`src/rtl/oled_spi_write_if.sv`:
```
// rtl/oled_spi_write_if.sv - byte request / completion handshake between the sequencers and the OLED SPI writer
interface oled_spi_write_if;
  logic       ena_write;
  logic [7:0] data;
  logic       oled_dc;
  logic       write_done;
  logic       busy;

  modport master (output ena_write, data, oled_dc, input write_done, busy);
  modport slave  (input ena_write, data, oled_dc, output write_done, busy);
endinterface

```
`src/rtl/oled_spi_write.sv`:
```
// rtl/oled_spi_write.sv - SPI mode-0 byte writer for the SSD1306 panel (CS/DC framing, MSB first)
// OLED_SPI_PEND_EN adds a one-entry pending buffer so a request made while busy is chained.
module oled_spi_write #(
  parameter int CLK_DIV = 2
) (
  input  logic            clk,
  input  logic            rst,
  oled_spi_write_if.slave req,
  output logic            spi_sclk,
  output logic            spi_mosi,
  output logic            spi_cs_n,
  output logic            spi_dc
);

  typedef enum logic [2:0] {IDLE, SETUP, HIGH, LOW, FINISH} state_t;

  localparam logic [7:0] DIV_LAST = 8'(CLK_DIV - 1);

  state_t     state, state_nx;
  logic [7:0] div_cnt, div_cnt_nx;
  logic [2:0] bit_cnt, bit_cnt_nx;
  logic       bits_done, bits_done_nx;
  logic [7:0] shreg, shreg_nx;
  logic       sclk_nx, mosi_nx, cs_n_nx, dc_nx;
  logic       write_done, write_done_nx;
  logic       busy, busy_nx;
  logic       launch;
  logic [7:0] launch_data;
  logic       launch_dc;
  logic       div_end;

`ifdef OLED_SPI_PEND_EN
  logic       pend_valid, pend_valid_nx;
  logic [7:0] pend_data, pend_data_nx;
  logic       pend_dc, pend_dc_nx;
`endif

  // Counter stops at CLK_DIV-1, so CLK_DIV=255 never reaches the 8-bit wrap.
  assign div_end        = (div_cnt == DIV_LAST);
  assign req.write_done = write_done;
  assign req.busy       = busy;

  always_comb begin
    state_nx      = state;
    div_cnt_nx    = div_cnt;
    bit_cnt_nx    = bit_cnt;
    bits_done_nx  = bits_done;
    shreg_nx      = shreg;
    sclk_nx       = spi_sclk;
    mosi_nx       = spi_mosi;
    cs_n_nx       = spi_cs_n;
    dc_nx         = spi_dc;
    write_done_nx = 1'b0;
    busy_nx       = busy;
    launch        = 1'b0;
    launch_data   = req.data;
    launch_dc     = req.oled_dc;
`ifdef OLED_SPI_PEND_EN
    pend_valid_nx = pend_valid;
    pend_data_nx  = pend_data;
    pend_dc_nx    = pend_dc;
`endif

    case (state)
      IDLE: begin
        busy_nx = 1'b0;
        if (req.ena_write) launch = 1'b1;
      end
      SETUP: begin
        if (div_end) begin
          state_nx   = HIGH;
          div_cnt_nx = 8'd0;
          sclk_nx    = 1'b1;
        end else begin
          div_cnt_nx = div_cnt + 8'd1;
        end
      end
      HIGH: begin
        if (div_end) begin
          state_nx   = LOW;
          div_cnt_nx = 8'd0;
          sclk_nx    = 1'b0;
          // Falling edge: present the next bit while SCLK is low.
          shreg_nx   = {shreg[6:0], 1'b0};
          mosi_nx    = shreg[6];
          if (bit_cnt == 3'd7) bits_done_nx = 1'b1;
          else                 bit_cnt_nx   = bit_cnt + 3'd1;
        end else begin
          div_cnt_nx = div_cnt + 8'd1;
        end
      end
      LOW: begin
        if (div_end) begin
          div_cnt_nx = 8'd0;
          if (bits_done) begin
            state_nx = FINISH;
            cs_n_nx  = 1'b1;
            mosi_nx  = 1'b0;
          end else begin
            state_nx = HIGH;
            sclk_nx  = 1'b1;
          end
        end else begin
          div_cnt_nx = div_cnt + 8'd1;
        end
      end
      FINISH: begin
        state_nx      = IDLE;
        write_done_nx = 1'b1;
`ifdef OLED_SPI_PEND_EN
        if (pend_valid) begin
          launch        = 1'b1;
          launch_data   = pend_data;
          launch_dc     = pend_dc;
          pend_valid_nx = 1'b0;
        end else if (req.ena_write) begin
          launch = 1'b1;
        end
`endif
      end
      default: state_nx = IDLE;
    endcase

`ifdef OLED_SPI_PEND_EN
    if ((state == SETUP || state == HIGH || state == LOW) && req.ena_write && !pend_valid) begin
      pend_valid_nx = 1'b1;
      pend_data_nx  = req.data;
      pend_dc_nx    = req.oled_dc;
    end
`endif

    if (launch) begin
      state_nx     = SETUP;
      div_cnt_nx   = 8'd0;
      bit_cnt_nx   = 3'd0;
      bits_done_nx = 1'b0;
      shreg_nx     = launch_data;
      mosi_nx      = launch_data[7];
      cs_n_nx      = 1'b0;
      dc_nx        = launch_dc;
      busy_nx      = 1'b1;
    end
  end

  always_ff @(posedge clk or posedge rst) begin
    if (rst) begin
      state      <= IDLE;
      div_cnt    <= 8'd0;
      bit_cnt    <= 3'd0;
      bits_done  <= 1'b0;
      shreg      <= 8'd0;
      spi_sclk   <= 1'b0;
      spi_mosi   <= 1'b0;
      spi_cs_n   <= 1'b1;
      spi_dc     <= 1'b1;
      write_done <= 1'b0;
      busy       <= 1'b0;
    end else begin
      state      <= state_nx;
      div_cnt    <= div_cnt_nx;
      bit_cnt    <= bit_cnt_nx;
      bits_done  <= bits_done_nx;
      shreg      <= shreg_nx;
      spi_sclk   <= sclk_nx;
      spi_mosi   <= mosi_nx;
      spi_cs_n   <= cs_n_nx;
      spi_dc     <= dc_nx;
      write_done <= write_done_nx;
      busy       <= busy_nx;
    end
  end

`ifdef OLED_SPI_PEND_EN
  always_ff @(posedge clk or posedge rst) begin
    if (rst) begin
      pend_valid <= 1'b0;
      pend_data  <= 8'd0;
      pend_dc    <= 1'b0;
    end else begin
      pend_valid <= pend_valid_nx;
      pend_data  <= pend_data_nx;
      pend_dc    <= pend_dc_nx;
    end
  end
`endif

endmodule

```
`src/flat_wrapper.sv`:
```
// flat-port wrapper written by rule: the top's interface ports become plain ports
module oled_spi_write_flat 
#(
  parameter int CLK_DIV = 2
)
  (clk, rst, spi_sclk, spi_mosi, spi_cs_n, spi_dc, req_ena_write, req_data, req_oled_dc, req_write_done, req_busy);
  oled_spi_write_if req_i ();
  input  logic clk;
  input  logic rst;
  output logic spi_sclk;
  output logic spi_mosi;
  output logic spi_cs_n;
  output logic spi_dc;
  input wire logic [$bits(req_i.ena_write)-1:0] req_ena_write;
  input wire logic [$bits(req_i.data)-1:0] req_data;
  input wire logic [$bits(req_i.oled_dc)-1:0] req_oled_dc;
  output wire logic [$bits(req_i.write_done)-1:0] req_write_done;
  output wire logic [$bits(req_i.busy)-1:0] req_busy;
  assign req_i.ena_write = req_ena_write;
  assign req_i.data = req_data;
  assign req_i.oled_dc = req_oled_dc;
  assign req_write_done = req_i.write_done;
  assign req_busy = req_i.busy;
  oled_spi_write #(.CLK_DIV(CLK_DIV)) u_core (.clk(clk), .rst(rst), .req(req_i), .spi_sclk(spi_sclk), .spi_mosi(spi_mosi), .spi_cs_n(spi_cs_n), .spi_dc(spi_dc));
endmodule
```
`config.mk`:
```
export PLATFORM = sky130hd
export DESIGN_NAME = oled_spi_write_flat
export DESIGN_NICKNAME = d
export VERILOG_FILES = /design/src/rtl/oled_spi_write_if.sv /design/src/rtl/oled_spi_write.sv /design/src/flat_wrapper.sv
export SDC_FILE = /design/constraint.sdc
export NUM_CORES = 1
export LEC_CHECK = 0
export ABC_AREA = 1
export ABC_CLOCK_PERIOD_IN_PS = 1500
export CAP_MARGIN = 0
export CORE_ASPECT_RATIO = 1.75
export CORE_UTILIZATION = 54
export DETAILED_ROUTE_END_ITERATION = 8
export PLACE_DENSITY_LB_ADDON = 0.2
export RECOVER_POWER = 100
export SYNTH_ARGS = -nofsm -noshare
export SYNTH_HDL_FRONTEND = slang
export SYNTH_SLANG_ARGS = --single-unit
```
`constraint.sdc`:
```
create_clock -name clk -period 1.5 [get_ports clk]
set_input_delay 0.3 -clock clk [delete_from_list [all_inputs] [get_ports clk]]
set_output_delay 0.3 -clock clk [all_outputs]
set_load 0.05 [all_outputs]
```
==> reports/metrics.yaml, run 1 <==
synth.distinct_cells: 24
worst_path_largest_cell_delay_ns: 0.41
die-height_microns: 71.26
grt_max_degree: 29
hold_ws_ns: 0.4855
cts_sinks: 28
total_leakage_power_nw: 0.9682
fin_ws_ns: 0.08389
syn_nets: 208
ys_ff_latch: 28
preCtsSetupSlack_ns: -0.08204
syn_avg_cell_area_sq_um: 7.709
nNetsFinal: 238
synthesis.area_sq_mm: 0.001480
p_per_area_mw_per_mm2: 666.6
ys_warn_count: 0
synth_edf_count: 0
hold_viol_final: 0
critPathRequiredTime_ns: 1.68
period_share_pct: 94.41
cp-start-kind: "flip-flop"
path_depth: 9
io_buffer_count: 17
seq_area_sq_um: 703.2
insertion_delay_ns: 0.28
r2r_cells: 9
tightest_slew_ns: 0.7057
critPathBufInv: 1
regToRegEndpoint: "u_core.bit_cnt[1]"
cp-startpoint: "u_core.div_cnt[1]"
vias: 1357
fin_worst_skew_ns: 0.001481
worstPathArrival_ns: 1.60
placed_cells: 240
period_needed_ns: 1.416
cts_made_buffers: 3
max_freq_mhz: 706.2
nFillCells: 199
clk_pin_slew_ns: 0.09
drv_cap: 0
ctsLongestPathBuffers: 2
synthCells: 192
setup_viol: 0
area_growth_pct: 23.41
worstSetupPathType: "flip-flop to flip-flop"
grt_pass1_vias: 1403
core_area_sq_mm: 0.002552
worstReg2RegStart: "u_core.div_cnt[1]"
die_w_microns: 41.58
ant_nets: 0
drive_gt1_share_pct: 16.36
wl_per_cell_microns: 14.13
cpMaxStageDelayCell: "dfrtp_1"
diodes: 0
clk_root_buffer_cell: "clkbuf_8"
dr.pass1.iters: 4
status: "finished clean"
cp_max_fo: 6
grt_use_total_pct: 25.24
dp.final_hpwl_microns: 2522
place_congestion: 0.9007
die_area_sq_mm: 0.002963
cp_top_family: "simple AND/OR/NAND/NOR gates"
ys_seq_area_share_pct: 47.51
drt-total-wl_microns: 3477
std_cell_rows: 24
multi_input_area_sq_um: 724.4
hold_class: "flip-flop to flip-flop"
vias_per_cell: 5.516
peakVddDrop_mv: 0.7250
route.detailed.drc: 0
endpoint: "u_core.bit_cnt[1]"
reg2reg_setup_slack_ns: 0.08
io-pin-count: 18
grt_pass1_wl_microns: 5851
fin_cells: 246
dr.first_iter.drc_count: 61
grt-ovfl-total: 0
drv_slew: 0
slew_headroom_pct: 52.96
cts_tree: "yes"
async_flop_share_pct: 100.0
fin_setup_tns_ns: 0
finalCoreUtilization_pct: 71.57
antenna_found_initial: 0
worstPathCellList: "inv_2, ha_4, nand2_1, nor2_1, nand2_2, nand2_4, nand2_2, nand2_1, o21ai_2"
endpoint_kind: "flip-flop"
start_util_pct: 57.99
htreeDepth: 1
synth_flop_cell: "dfrtp_1"
==> power by group <==
part	internal [mW]	switching, mW
combinational	0.0253	0.0193
clock	0.181	0.238
sequential	0.754	0
==> cell families after synthesis <==
logic type | Yosys count | synth area share [%]
simple gates | 120 | 35.67
flops | 28 | 47.51
buf+inv | 21 | 5.916
compound gates | 18 | 6.932
fa+ha+maj | 4 | 3.381
xor+xnor | 1 | 0.5918
==> per-layer routing <==
metal | track usage [%] | routed length [microns] | up-vias
met1 | 27.39 | 1324 | 653
met3 | 3.778 | 75 | 11
met2 | 45.83 | 1958 | 25
met5 | 0 | 0 | -
li1 | - | - | 668
met4 | 13.62 | 119 | 0
==> cells in the final DEF, fill, tap and decap left out <==
master            n
a21oi_1           3
a21oi_2           1
buf_12            2
buf_4             8
buf_6             1
clkbuf_2          4
clkbuf_8          3
clkdlybuf4s50_1  10
dfrtp_1          26
dfstp_1           2
dlygate4sd3_1     1
dlymetal6s2s_1    1
ha_1              3
ha_4              1
inv_1            14
inv_2             5
nand2_1          74
nand2_2           4
nand2_4           1
nand2_8           1
nand3_1          20
nand3_4           1
nand4_1           5
nor2_1           11
nor2_4            1
nor3_1            1
o21ai_0           7
o21ai_1           3
o21ai_2           3
o22ai_1           1
or2_1             1
xor2_1            1
==> sequential cells by signal, indices dropped and copies added, names as in the netlist <==
register	count
u_core.shreg	7
u_core.div_cnt	8
u_core.req.busy	1
u_core.bit_cnt	3
u_core.bits_done	1
u_core.spi_cs_n	1
u_core.req.write_done	1
u_core.spi_dc	1
u_core.state	3
u_core.spi_sclk	1
u_core.spi_mosi	1
==> worst register-to-register path: cells and delay by family, from the launching register on <==
family / cells / cell delay [ns]
adders and majority gates: 1 / 0.12
buffers and inverters: 1 / 0.09
and+or+nand+nor: 6 / 0.66
AOI/OAI and AO/OA: 1 / 0.05
DFF: 1 / 0.41
==> Yosys cell counts, types with 3 or more instances <==
cell type | number | area (sq um)
inv_2 | 4 | 15.01
o21ai_0 | 8 | 40.04
nand3_1 | 20 | 100.1
nor2_1 | 11 | 41.29
nand4_1 | 5 | 31.28
a21oi_1 | 3 | 15.01
o21ai_1 | 3 | 15.01
dfrtp_1 | 26 | 650.6
inv_1 | 15 | 56.30
nand2_1 | 76 | 285.3
nand2_2 | 3 | 18.77
ha_1 | 4 | 50.05
==> worst min path at each step <==
stage               cells past startpoint            start           endpoint  slack (ns)
detailed placement                      2  u_core.shreg[0]    u_core.shreg[0]        0.47
finish                                  2  u_core.shreg[0]    u_core.shreg[0]        0.49
floorplan                               1              rst  u_core.bit_cnt[0]        0.36
global route                            2  u_core.shreg[4]    u_core.shreg[4]        0.53
global placement                        2  u_core.shreg[0]    u_core.shreg[0]        0.46
CTS                                     3              rst  u_core.div_cnt[4]        0.34
==> layout make-up <==
| class | instances | area share [%] |
|---|---|---|
| tap | 26 | 1.781 |
| inverter | 19 | 3.904 |
| multi-input combinational | 143 | 39.66 |
| sequential | 28 | 38.49 |
| timing repair buffer | 27 | 13.90 |
| clock buffer | 3 | 2.260 |
==> through the flow <==
stage,total power [mW],cell area [sq um]
CTS,1.231,1833
floorplan,0.7804,1480
finish,1.218,1827
global route,1.256,1827
detailed placement,0.8203,1792
global placement,0.8193,1792
==> repair_timing <==
action | CTS | global route
hold endpoints to repair | 0 | 0
setup endpoints to repair | 0 | 13
resized for setup | 0 | 11
hold buffers | 0 | 0
buffers inserted | 0 | 3
Note: power is estimated with default switching activity, not from simulation.
==> run 2, diff against run 1 <==
--- a/config.mk
+++ b/config.mk
@@ -16,3 +16,4 @@
 export SYNTH_ARGS = -nofsm -noshare
 export SYNTH_HDL_FRONTEND = slang
 export SYNTH_SLANG_ARGS = --single-unit
+export TNS_END_PERCENT = 20
==> run 2 against run 1 <==
Compared with the run above: maximum frequency down 1.3%; utilization up 1.0 points; die area stayed put; worst setup slack got worse by 0.018 ns; combinational power is essentially flat; clock skew is 0.0015 ns higher; hold slack got worse by 0.00079 ns; critical path type unchanged.
==> reports/metrics.yaml, run 2 (same netlist as run 1, synthesis figures left out) <==
clk_root_buffer_cell: "clkbuf_8"
p_int_mw: 0.9609  # about the same
power_switching_mw: 0.2547  # -0.90%
layout_common_cells: "75 x nand2_1, 26 x dfrtp_1, 20 x nand3_1, 14 x inv_1, 11 x nor2_1"
r2r_cells: 9  # unchanged
ant_nets: 0  # unchanged
worstPathCellList: "inv_2, ha_4, nand2_1, nor2_1, nand2_2, nand2_4, nand2_4, nand2_1, nand2_1"
hold_class: "flip-flop to flip-flop"
seqPwrFrac_pct: 62.1  # +0.2 points
p_sw_share_pct: 20.95  # -0.15 points
drt-total-wl_microns: 3417  # -1.7%
clk_pin_slew_ns: 0.09  # about the same
htreeDepth: 1  # unchanged
cp-start-kind: "flip-flop"
critPathBufInv: 1  # unchanged
worstSetupPathType: "flip-flop to flip-flop"
grt_pass1_wl_microns: 5851  # unchanged
dr.pass1.iters: 4  # unchanged
drv_cap: 0  # unchanged
grt_busiest_layer: "met2"
p_comb_share_pct: 3.7  # about the same
grt_use_total_pct: 25.24  # unchanged
p_per_area_mw_per_mm2: 656.0  # -1.6%
place_congestion: 0.9007  # unchanged
critPathRequiredTime_ns: 1.68  # about the same
setup_viol: 0  # unchanged
wl_per_cell_microns: 13.95  # -1.3%
cts_sinks: 28  # unchanged
cp_top_family: "simple AND/OR/NAND/NOR gates"
insertion_delay_ns: 0.28  # about the same
fin_worst_skew_ns: 0.003001  # +0.001520 ns
max_freq_mhz: 697.2  # -1.3%
antenna_found_initial: 0  # unchanged
hold_viol_final: 0  # unchanged
area_growth_pct: 25.19
vias: 1372  # +1.1%
largest_register_ffs: 8  # unchanged
clkPwrFrac_pct: 34.3  # about the same
die_area_sq_mm: 0.002963  # unchanged
worst_path_largest_cell_delay_ns: 0.41  # about the same
cts_made_buffers: 3  # unchanged
cpMaxStageDelayCell: "dfrtp_1"
total_leakage_power_nw: 0.9809  # +1.3%
whs_path_depth: 2  # unchanged
grt-ovfl-total: 0  # unchanged
hold_ws_ns: 0.4847  # -0.0007860 ns
largestRegisters: "u_core.div_cnt (8), u_core.shreg (7)"
nNetsFinal: 237  # -0.42%
route.detailed.drc: 0  # unchanged
endpoint_kind: "flip-flop"
dp.final_hpwl_microns: 2522  # unchanged
status: "finished clean"
diodes: 0  # unchanged
start_util_pct: 57.99  # unchanged
regMostFlops: "u_core.div_cnt"
path_depth: 9  # unchanged
cp_common_cell: "nand2_1"
worstPathArrival_ns: 1.61  # about the same
grt_pass1_vias: 1403  # unchanged
cts_tree: "yes"
cp_max_fo: 9  # +3
peakVddDrop_mv: 0.7165  # -1.2%
grt_max_degree: 29  # unchanged
slew_headroom_pct: 53.43  # +0.48 points
drive_gt1_share_pct: 16.44  # +0.075 points
layout_commonest_cell: "nand2_1"
use_met3_pct: 3.778  # unchanged
io-pin-count: 18  # unchanged
core_area_sq_mm: 0.002552  # unchanged
fin_setup_tns_ns: 0  # unchanged
io_buffer_count: 17  # unchanged
die-height_microns: 71.26  # unchanged
drv_slew: 0  # unchanged
ctsLongestPathBuffers: 2  # unchanged
tightest_slew_ns: 0.6985  # -0.007139 ns
groute.layer.met2.usage_pct: 45.83  # unchanged
dr.first_iter.drc_count: 59  # -3.3%
period_share_pct: 95.63  # +1.2 points
grt_use_met1_pct: 27.39  # unchanged
die_w_microns: 41.58  # unchanged
std_cell_rows: 24  # unchanged
period_needed_ns: 1.434  # +0.01829 ns
vias_per_cell: 5.600  # +1.5%
[run 2: changes by cell type in the layout (fill, tap and decap cells not counted), sizes merged]
cell / previous run / this run
clkbuf: 7 / 4
buf: 11 / 13
[run 2: per-stage QoR]
stage / power [mW] / std cells / instance area, sq um / worst slack [ns] / util [%]
after floorplan: 0.7804 / 192 / 1480 / 0.1613 / -
after global placement: 0.8193 / 240 / 1792 / -0.03276 / 70.20
after detailed placement: 0.8203 / 240 / 1792 / -0.08204 / 70.20
after CTS: 1.231 / 243 / 1833 / 0.03011 / 71.81
after global routing: 1.256 / 245 / 1853 / -0.006382 / 72.60
final: 1.216 / 245 / 1853 / 0.06560 / 72.60
[run 2: power groups by stage]
stage                     registers (mW)  clock network (mW)  logic [mW]
final                              0.754               0.417      0.0444
after global routing               0.755               0.451      0.0502
after CTS                          0.754               0.425      0.0512
after detailed placement           0.769                   0      0.0512
after global placement             0.769                   0      0.0502
after floorplan                    0.769                   0      0.0112
[run 2: per-layer routing]
layer | up-vias | share of wire (%)
met2 | 31 | 57
met3 | 9 | 2.2
met5 | - | 0
met4 | 0 | 3.0
met1 | 666 | 38
li1 | 666 | -
[run 2: final timing paths]
kind	start	to	slack [ns]
worst max-delay path	u_core.div_cnt[1]	u_core.shreg[2]	0.07
worst min-delay path	u_core.shreg[0]	u_core.shreg[0]	0.48
worst max register to register	u_core.div_cnt[1]	u_core.shreg[2]	0.07
worst min register to register	u_core.shreg[0]	u_core.shreg[0]	0.48
max in group asynchronous	rst	u_core.req.busy	0.42
min in group asynchronous	rst	u_core.div_cnt[4]	0.64
[run 2: worst min-delay path: stages, from the launching register on]
cell and delay [ns]:
dfrtp_1 0.36, nand2_1 0.06, nand2_1 0.05
[run 2: repair_timing]
action / CTS / global route
gates resized for setup: 0 / 8
hold buffers: 0 / 0
endpoints found under the setup margin: 0 / 13
buffers inserted: 0 / 2
[run 2: area by class of cell]
type / instances / area, sq um
repair buffers: 26 / 291.5
fillers: 191 / 699.4
well taps: 26 / 32.53
flip-flops and latches: 28 / 703.2
inverters: 19 / 71.32
clock buffers: 3 / 41.29
multi-input cells: 143 / 713.2
==> run 3, diff against run 2 <==
--- a/config.mk
+++ b/config.mk
@@ -11,7 +11,7 @@
 export CORE_ASPECT_RATIO = 1.75
 export CORE_UTILIZATION = 54
 export DETAILED_ROUTE_END_ITERATION = 8
-export PLACE_DENSITY_LB_ADDON = 0.2
+export PLACE_DENSITY_LB_ADDON = 0.25
 export RECOVER_POWER = 100
 export SYNTH_ARGS = -nofsm -noshare
 export SYNTH_HDL_FRONTEND = slang
==> constraint.sdc (replaced) <==
create_clock -name clk -period 1.5 [get_ports clk]
set_input_delay 0.15 -clock clk [delete_from_list [all_inputs] [get_ports clk]]
set_output_delay 0.15 -clock clk [all_outputs]
set_load 0.05 [all_outputs]
==> run 3 against run 2 <==
Compared with the run above: clock-buffer cell count unchanged; global-route usage decreased by 2.1 points; non-clock buffer count increased by 1; maximum frequency increased by 1.2%; sequential power about the same; first-iteration DRC count decreased by 42%; clock power decreased by 1%; sequential share of layout area increased by 1.2 points; hold slack got worse by 0.11 ns; combinational power decreased by 2%; register-to-register slack improved by 0.02 ns; critical path type unchanged; critical endpoint is now u_core.shreg[3].
==> reports/metrics.yaml, run 3 (same netlist as run 1, synthesis figures left out) <==
nNetsFinal: 238  # +0.42%
max_freq_mhz: 705.3  # +1.2%
slew_headroom_pct: 54.47  # +1.0 points
grt_max_degree: 29  # unchanged
critPathBufInv: 1  # unchanged
peakVddDrop_mv: 0.7041  # -1.7%
postLayoutCellArea_sq_mm: 0.001797  # -3.0%
regMostFlops: "u_core.div_cnt"
vias_per_cell: 5.329  # -4.8%
diodes: 0  # unchanged
cp_common_cell: "nand2_1"
dpl_cell_area_sq_mm: 0.001737  # -3.1%
io-pin-count: 18  # unchanged
drt-total-wl_microns: 3063  # -10%
drive_gt1_share_pct: 15.91  # -0.53 points
cp_max_fo: 9  # unchanged
cts_sinks: 28  # unchanged
p_int_mw: 0.9604  # about the same
critPathRequiredTime_ns: 1.67  # about the same
largestRegisters: "u_core.div_cnt (8), u_core.shreg (7)"
clkPwrFrac_pct: 34.0  # -0.3 points
grt_pass1_vias: 1288  # -8.2%
grt-ovfl-total: 0  # unchanged
std_cell_rows: 24  # unchanged
layout_common_cells: "75 x nand2_1, 26 x dfrtp_1, 20 x nand3_1, 14 x inv_1"
grt_busiest_layer: "met2"
grt_pass1_wl_microns: 5361  # -8.4%
clk_root_buffer_cell: "clkbuf_8"
cts_tree: "yes"
start_util_pct: 57.99  # unchanged
die_area_sq_mm: 0.002963  # unchanged
grt_use_total_pct: 23.13  # -2.1 points
ant_nets: 0  # unchanged
cts_made_buffers: 3  # unchanged
antenna_found_initial: 0  # unchanged
clk_pin_slew_ns: 0.09  # about the same
grt_use_met1_pct: 24.71  # -2.7 points
die_w_microns: 41.58  # unchanged
hold_viol_final: 0  # unchanged
worstSetupPathType: "flip-flop to flip-flop"
area_growth_pct: 21.39
worst_path_largest_cell_delay_ns: 0.41  # about the same
p_per_area_mw_per_mm2: 673.3  # +2.6%
route.detailed.drc: 0  # unchanged
cp-start-kind: "flip-flop"
drv_slew: 0  # unchanged
hold_class: "primary input to flip-flop"
dp.final_hpwl_microns: 2344  # -7.0%
groute.layer.met2.usage_pct: 43.92  # -1.9 points
total_leakage_power_nw: 0.9362  # -4.6%
endpoint_kind: "flip-flop"
insertion_delay_ns: 0.28  # about the same
die-height_microns: 71.26  # unchanged
dr.pass1.iters: 5  # +1
seqPwrFrac_pct: 62.4  # +0.3 points
p_sw_share_pct: 20.60  # -0.35 points
nFillCells: 207  # +8.4%
largest_register_ffs: 8  # unchanged
p_comb_share_pct: 3.6  # about the same
rsz0062_at_grt: "yes"
layout_commonest_cell: "nand2_1"
cp_top_family: "simple AND/OR/NAND/NOR gates"
ctsLongestPathBuffers: 2  # unchanged
fin_worst_skew_ns: 0.001082  # -0.001919 ns
status: "finished clean"
vias: 1311  # -4.4%
period_share_pct: 94.52  # -1.1 points
worstPathArrival_ns: 1.59  # -0.02 ns
cpMaxStageDelayCell: "dfrtp_1"
core_area_sq_mm: 0.002552  # unchanged
worstPathCellList: "inv_2, ha_2, nand2_1, nor2_2, nand2_2, nand2_4, nand2_4, nand2_1, nand2_1"
power_switching_mw: 0.2492  # -2.2%
use_met3_pct: 2.267  # -1.5 points
power_mw: 1.210  # -0.49%
dr.first_iter.drc_count: 34  # -42%
tightest_slew_ns: 0.6830  # -0.01555 ns
wl_per_cell_microns: 12.45  # -11%
htreeDepth: 1  # unchanged
place_congestion: 0.8939  # -0.75%
drv_cap: 0  # unchanged
io_buffer_count: 17  # unchanged
setup_viol: 0  # unchanged
period_needed_ns: 1.418  # -0.01653 ns
[run 3: final timing paths]
check,to,cells after the start,slack (ns),startpoint
max in group asynchronous,u_core.spi_mosi,3,0.58,rst
min,u_core.spi_dc,3,0.38,req_oled_dc
max reg2reg,u_core.shreg[3],9,0.08,u_core.div_cnt[1]
min reg2reg,u_core.shreg[0],2,0.48,u_core.shreg[0]
max,u_core.shreg[3],9,0.08,u_core.div_cnt[1]
min in group asynchronous,u_core.bit_cnt[1],3,0.48,rst
[run 3: cell type report]
cell class / count / area (sq um) / share of cell area, %
inverters: 19 / 71.32 / 3.969
clock buffers: 3 / 41.29 / 2.298
well taps: 26 / 32.53 / 1.811
repair buffers: 27 / 237.7 / 13.23
flip-flops and latches: 28 / 703.2 / 39.14
multi-input cells: 143 / 710.7 / 39.55
[run 3: routing by layer]
| metal | part of all wire [%] | up-vias | wire length, microns |
|---|---|---|---|
| met2 | 56 | 24 | 1718 |
| met1 | 40 | 609 | 1211 |
| li1 | - | 672 | - |
| met4 | 2.1 | 0 | 63 |
| met3 | 2.3 | 6 | 69 |
| met5 | 0 | - | 0 |
[run 3: power by group through the flow]
stage / sequential [mW] / combinational [mW] / clock (mW)
after CTS: 0.754 / 0.0463 / 0.414
after detailed placement: 0.769 / 0.0465 / 0
after global placement: 0.769 / 0.0462 / 0
after floorplan: 0.769 / 0.0112 / 0
after global routing: 0.755 / 0.0496 / 0.445
final: 0.754 / 0.0436 / 0.412
[run 3: what timing repair did]
| item | in CTS | in global routing |
|---|---|---|
| hold endpoints to repair | 0 | 0 |
| setup endpoints to repair | 0 | 15 |
| setup buffers | 0 | 2 |
| gates resized for setup | 0 | 9 |
| hold buffers | 0 | 0 |
[run 3: through the flow]
| stage | instances | setup TNS, ns | util [%] | setup slack, ns | hold WS (ns) |
|---|---|---|---|---|---|
| 2_1_floorplan | 192 | 0 | - | 0.1613 | 0.2139 |
| 4_1_cts | 244 | 0 | 69.66 | 0.01199 | 0.2388 |
| 5_1_grt | 246 | -0.3850 | 70.39 | -0.05004 | 0.3970 |
| 3_3_place_gp | 241 | 0 | 68.04 | 0.09106 | 0.4571 |
| 3_5_place_dp | 241 | 0 | 68.04 | 0.03100 | 0.4688 |
| 6_report | 246 | 0 | 70.39 | 0.08213 | 0.3753 |
[run 3: tightest hold or removal path, stage by stage]
cell and delay, ns:
clkdlybuf4s50_1 0.40, nand2_1 0.06, nand2_1 0.04
